--- config.mk ---
export PLATFORM = sky130hd
export DESIGN_NAME = sfx_sequencer
export DESIGN_NICKNAME = d
export VERILOG_FILES = /design/src/rtl/sfx_sequencer.sv
export SDC_FILE = /design/constraint.sdc
export NUM_CORES = 1
export LEC_CHECK = 0
export BUFFER_PORTS_ARGS = -buffer_cell sky130_fd_sc_hd__buf_2
export CORE_MARGIN = 2
export CORE_UTILIZATION = 30
export CTS_BUF_LIST = sky130_fd_sc_hd__clkbuf_16
export DETAILED_ROUTE_END_ITERATION = 12
export PLACE_DENSITY = 0.48
export SLEW_MARGIN = 20
export SYNTH_ARGS = -nofsm -noshare
export SYNTH_HDL_FRONTEND = slang
export SYNTH_SLANG_ARGS = --single-unit
--- constraint.sdc ---
create_clock -name clk_1MHz -period 6.4 [get_ports clk_1MHz]
set_input_delay 0.64 -clock clk_1MHz [delete_from_list [all_inputs] [get_ports clk_1MHz]]
set_output_delay 0.64 -clock clk_1MHz [all_outputs]
set_load 0.03 [all_outputs]
--- src/rtl/sfx_sequencer.sv ---
// Sound-effect sequencer: turns one-cycle game-event pulses into timed note-code
// melodies for the piezo tone generator, with priority preemption and muting.
module sfx_sequencer #(
  parameter int TICK_DIV = 1000,
  parameter int NOTE_MS  = 150,
  parameter int GAP_MS   = 20
) (
  input  logic       clk_1MHz,
  input  logic       rst,
  input  logic       mute,
  input  logic       trig_hit,
  input  logic       trig_miss,
  input  logic       trig_start,
  input  logic       trig_over,
  output logic [3:0] mode,
  output logic       busy,
  output logic       done
);

  typedef enum logic [1:0] {IDLE, NOTE, GAP} state_t;
  // Encoding doubles as priority: a larger value preempts a smaller one.
  typedef enum logic [1:0] {MEL_HIT, MEL_MISS, MEL_START, MEL_OVER} mel_t;

  localparam logic [15:0] PRE_MAX   = 16'(TICK_DIV - 1);
  localparam logic [7:0]  NOTE_LAST = 8'(NOTE_MS - 1);
  localparam logic [7:0]  GAP_LAST  = 8'(GAP_MS - 1);

  function automatic logic [3:0] rom_note(input mel_t m, input logic [1:0] i);
    logic [3:0] n;
    n = 4'd0;
    case (m)
      MEL_HIT:   n = i[0] ? 4'd8 : 4'd5;
      MEL_MISS:  n = i[0] ? 4'd1 : 4'd3;
      MEL_START:
        case (i)
          2'd0:    n = 4'd1;
          2'd1:    n = 4'd3;
          2'd2:    n = 4'd5;
          default: n = 4'd8;
        endcase
      default:
        case (i)
          2'd0:    n = 4'd8;
          2'd1:    n = 4'd5;
          2'd2:    n = 4'd3;
          default: n = 4'd1;
        endcase
    endcase
    return n;
  endfunction

  state_t      state_q, state_n;
  mel_t        mel_q, mel_n, trig_mel;
  logic [1:0]  idx_q, idx_n, last_idx;
  logic [15:0] pre_q, pre_n;
  logic [7:0]  ms_q, ms_n;
  logic [3:0]  mode_q, mode_n;
  logic        done_q, done_n;
  logic        any_trig, tick, note_end, gap_end, final_end, accept;

  always_ff @(posedge clk_1MHz) begin
    if (!rst) begin
      state_q <= IDLE;
      mel_q   <= MEL_HIT;
      idx_q   <= 2'd0;
      pre_q   <= 16'd0;
      ms_q    <= 8'd0;
      mode_q  <= 4'd0;
      done_q  <= 1'b0;
    end else begin
      state_q <= state_n;
      mel_q   <= mel_n;
      idx_q   <= idx_n;
      pre_q   <= pre_n;
      ms_q    <= ms_n;
      mode_q  <= mode_n;
      done_q  <= done_n;
    end
  end

  always_comb begin
    any_trig = trig_hit | trig_miss | trig_start | trig_over;
    if (trig_over)       trig_mel = MEL_OVER;
    else if (trig_start) trig_mel = MEL_START;
    else if (trig_miss)  trig_mel = MEL_MISS;
    else                 trig_mel = MEL_HIT;

    tick      = (pre_q == PRE_MAX);
    note_end  = (state_q == NOTE) && tick && (ms_q == NOTE_LAST);
    gap_end   = (state_q == GAP) && tick && (ms_q == GAP_LAST);
    last_idx  = (mel_q == MEL_HIT || mel_q == MEL_MISS) ? 2'd1 : 2'd3;
    final_end = gap_end && (idx_q == last_idx);
    // A trigger landing on the final gap expiry wins regardless of priority.
    accept    = any_trig && ((state_q == IDLE) || (trig_mel >= mel_q) || final_end);

    state_n = state_q;
    mel_n   = mel_q;
    idx_n   = idx_q;
    pre_n   = pre_q;
    ms_n    = ms_q;
    done_n  = 1'b0;

    if (accept) begin
      state_n = NOTE;
      mel_n   = trig_mel;
      idx_n   = 2'd0;
      pre_n   = 16'd0;
      ms_n    = 8'd0;
    end else begin
      case (state_q)
        IDLE: begin
          pre_n = 16'd0;
          ms_n  = 8'd0;
        end
        NOTE, GAP: begin
          if (note_end) begin
            state_n = GAP;
            pre_n   = 16'd0;
            ms_n    = 8'd0;
          end else if (gap_end) begin
            pre_n = 16'd0;
            ms_n  = 8'd0;
            if (final_end) begin
              state_n = IDLE;
              done_n  = 1'b1;
            end else begin
              state_n = NOTE;
              idx_n   = idx_q + 2'd1;
            end
          end else if (tick) begin
            pre_n = 16'd0;
            ms_n  = ms_q + 8'd1;
          end else begin
            pre_n = pre_q + 16'd1;
          end
        end
        default: state_n = IDLE;
      endcase
    end

    mode_n = (state_n == NOTE && !mute) ? rom_note(mel_n, idx_n) : 4'd0;
  end

  assign mode = mode_q;
  assign busy = (state_q != IDLE);
  assign done = done_q;

endmodule
==> reports/qor.yml <==
area_growth_syn_to_layout_pct: 15.8
path_clk_slew_ps: 50
holdPathStages: 2
synth_largest_area_cell: "dfxtp_1"
setup_slack_ps: 3540
pwr-share-seq_pct: 41.9
numCtsBuffers: 5
cts_resized: 0
ant_nets: 0
post_drt_wl_per_cell_um: 12.1
setup_violations: 0
netSwitchingPower_mw: 0.115
drive_gt1_share_pct: 11.7
fin_crit_sh_pct: 44.7
worst_clock_skew_ps: 6.82
async_reset_ff_share_pct: 0
status: "completed"
antenna_found_initial: 0
power_density_mw_per_mm2: 250
netSwitchingFraction_pct: 21.4
required_ps: 6530
die_area_sq_mm: 0.00683
layout.nets: 237
cts.sinks: 35
drt_iter0_drc: 53
fmax_mhz: 349
r2r.worst_path.cells: 6
cts.hold.buffers_added: 0
seq_area_frac_synth_pct: 37.8
relSlewSlack_pct: 51.2
vias_per_cell: 4.81
insertion_delay_ps: 270
die_w_um: 82.6
synth_area_leaders: "dfxtp_1 38%, nor2_1 7.3%, xor2_1 6.6%"
yosys_warnings: 0
power_leakage_nw: 0.826
ir_drop_uv: 186
tightest_slew_ps: 721
grt_pass1_vias: 1322
yosys_most_used_dff: "dfxtp_1"
n_antenna_cell: 0
r2r-start: "pre_q[11]$_SDFFE_PP0N_"
synth_nets: 224
cts_setup_buffers: 0
cap_viol_max_count: 0
power_frac_comb_pct: 8.4
drc: 0
cts_tree: "built"
r2r_setup_slack_ps: 3540
worst_setup_path_end_kind: "flop"
synth-edff-count: 0
yosysTopAreaCellShare_pct: 37.8
drt-total-wl_um: 3590
final_cell_mix: "36 x nor2_1, 35 x dfxtp_1, 14 x xor2_1"
internal_power_mw: 0.421
reg2reg_to: "pre_q[4]$_SDFFE_PP0N_"
avgSynthCellArea_sq_um: 8.91
rsz0062_at_grt: "false"
crit_arrival_ps: 2990
cts_htree_levels: 2
worstSetupPathType: "flop to flop"
grt_overflow: 0
io_buffers: 12
die_h_um: 82.6
clockPowerShare_pct: 49.7
coreArea_sq_mm: 0.00596
num_vias: 1430
synth-seq-cells: 35
clockBufferDepth: 2
syn_inst: 208
report.final.slew_viol_count: 0
min_period_ps: 2860
hp-start: "pre_q[15]$_SDFFE_PP0N_"
final_common_cell: "nor2_1"
synth.cell_area_sq_mm: 0.00185
pre_cts_slack_ps: 3320
holdPathEnd: "pre_q[15]$_SDFFE_PP0N_"
initial_core_util_pct: 31.1
hpwl_um: 2640
clockRootBuffer: "clkbuf_16"
finalSetupTns_ps: 0
synth_cell_types: 48
grt_pass1_wl_um: 6230
start_kind: "flop"
routabilityCongestion: 0.731
seq_area_sq_um: 701
n_fill_cell: 610
hold_path_class: "flop to flop"
multi_input_area_sq_mm: 0.00110
grt_max_degree: 17
first_pass_iters: 4
hold_violations: 0
row_count: 28
track_usage_pct: 12.0
io_pins: 13
worstPathMaxFanout: 16
==> per-stage QoR <==
| step | power [mW] | hold slack [ps] | std cells | area (sq um) | utilization, % |
|---|---|---|---|---|---|
| 3_3_place_gp | 0.274 | 521 | 289 | 1980 | 33.3 |
| 4_1_cts | 0.545 | 534 | 297 | 2150 | 36.1 |
| 5_1_grt | 0.560 | 571 | 297 | 2150 | 36.1 |
| 2_1_floorplan | 0.263 | 487 | 208 | 1850 | - |
| 3_5_place_dp | 0.274 | 519 | 289 | 1980 | 33.3 |
| 6_report | 0.536 | 524 | 297 | 2150 | 36.1 |
==> power groups by stage <==
stage | logic [mW] | clock network, mW | registers [mW]
after floorplan | 0.0313 | 0 | 0.231
after global placement | 0.0452 | 0 | 0.229
after CTS | 0.0451 | 0.276 | 0.224
after detailed placement | 0.0449 | 0 | 0.229
after global routing | 0.0504 | 0.285 | 0.225
final | 0.0449 | 0.267 | 0.225
==> cells in the mapped netlist, types with 3 or more instances <==
library cell	n
and2_1	5
nand2_1	7
inv_1	7
mux2i_1	7
xnor2_1	9
nand3_1	8
nor3_1	3
dfxtp_1	35
nor2_1	36
ha_1	9
xor2_1	14
nand4b_1	3
clkbuf_1	4
nand2b_1	3
a21oi_1	4
and3_1	6
nand4_1	9
==> routing by layer <==
| metal | vias up | track usage (%) | share of wire, % |
|---|---|---|---|
| li1 | 763 | - | - |
| met1 | 645 | 16.8 | 55 |
| met2 | 16 | 17.2 | 40 |
| met3 | 6 | 3.59 | 3.3 |
| met4 | 0 | 4.26 | 1.4 |
| met5 | - | 0 | 0 |
==> critical path, stage by stage (launching register included) <==
cell and delay [ps]:
dfxtp_1 340, or4_1 560, or4_1 690, o21ai_4 310
o31ai_2 190, nand3_1 500, nor2_1 120
==> worst max-delay path by stage <==
stage / startpoint / to / slack, ps / depth (start not counted)
after floorplan: trig_start / pre_q[10]$_SDFFE_PP0N_ / 3780 / 9
after global placement: trig_start / pre_q[13]$_SDFFE_PP0N_ / 3410 / 8
after detailed placement: trig_start / pre_q[6]$_SDFFE_PP0N_ / 3320 / 8
after CTS: pre_q[11]$_SDFFE_PP0N_ / pre_q[4]$_SDFFE_PP0N_ / 3500 / 6
after global routing: pre_q[11]$_SDFFE_PP0N_ / pre_q[4]$_SDFFE_PP0N_ / 3350 / 6
final: pre_q[11]$_SDFFE_PP0N_ / pre_q[4]$_SDFFE_PP0N_ / 3540 / 6
==> flip-flops by register name, indices dropped and copies added (netlist names) <==
name	count
done	1
idx_q	2
mel_q	2
mode	4
ms_q	8
pre_q	16
state_q	2
==> kinds of logic (layout without fill, tap and decap cells) <==
kind of cell | count (synthesis) | after routing | share of synthesized area [%]
adder cells (fa/ha/maj) | 9 | 9 | 6.07
AND/OR/NAND/NOR | 97 | 97 | 28.4
flip-flops | 35 | 35 | 37.8
multiplexers | 8 | 8 | 4.39
XOR/XNOR | 23 | 23 | 10.9
AO/OA/AOI/OAI | 23 | 23 | 9.72
buffers and inverters | 13 | 27 | 2.77
==> layout make-up <==
cell class | count | share of cell area, %
tap | 75 | 4.37
clock inverter | 3 | 1.81
inverter | 7 | 1.22
multi-input combinational | 160 | 51.3
sequential | 35 | 32.6
clock buffer | 5 | 5.83
timing repair buffer | 12 | 2.80
Note: power is estimated with default switching activity, not from simulation.
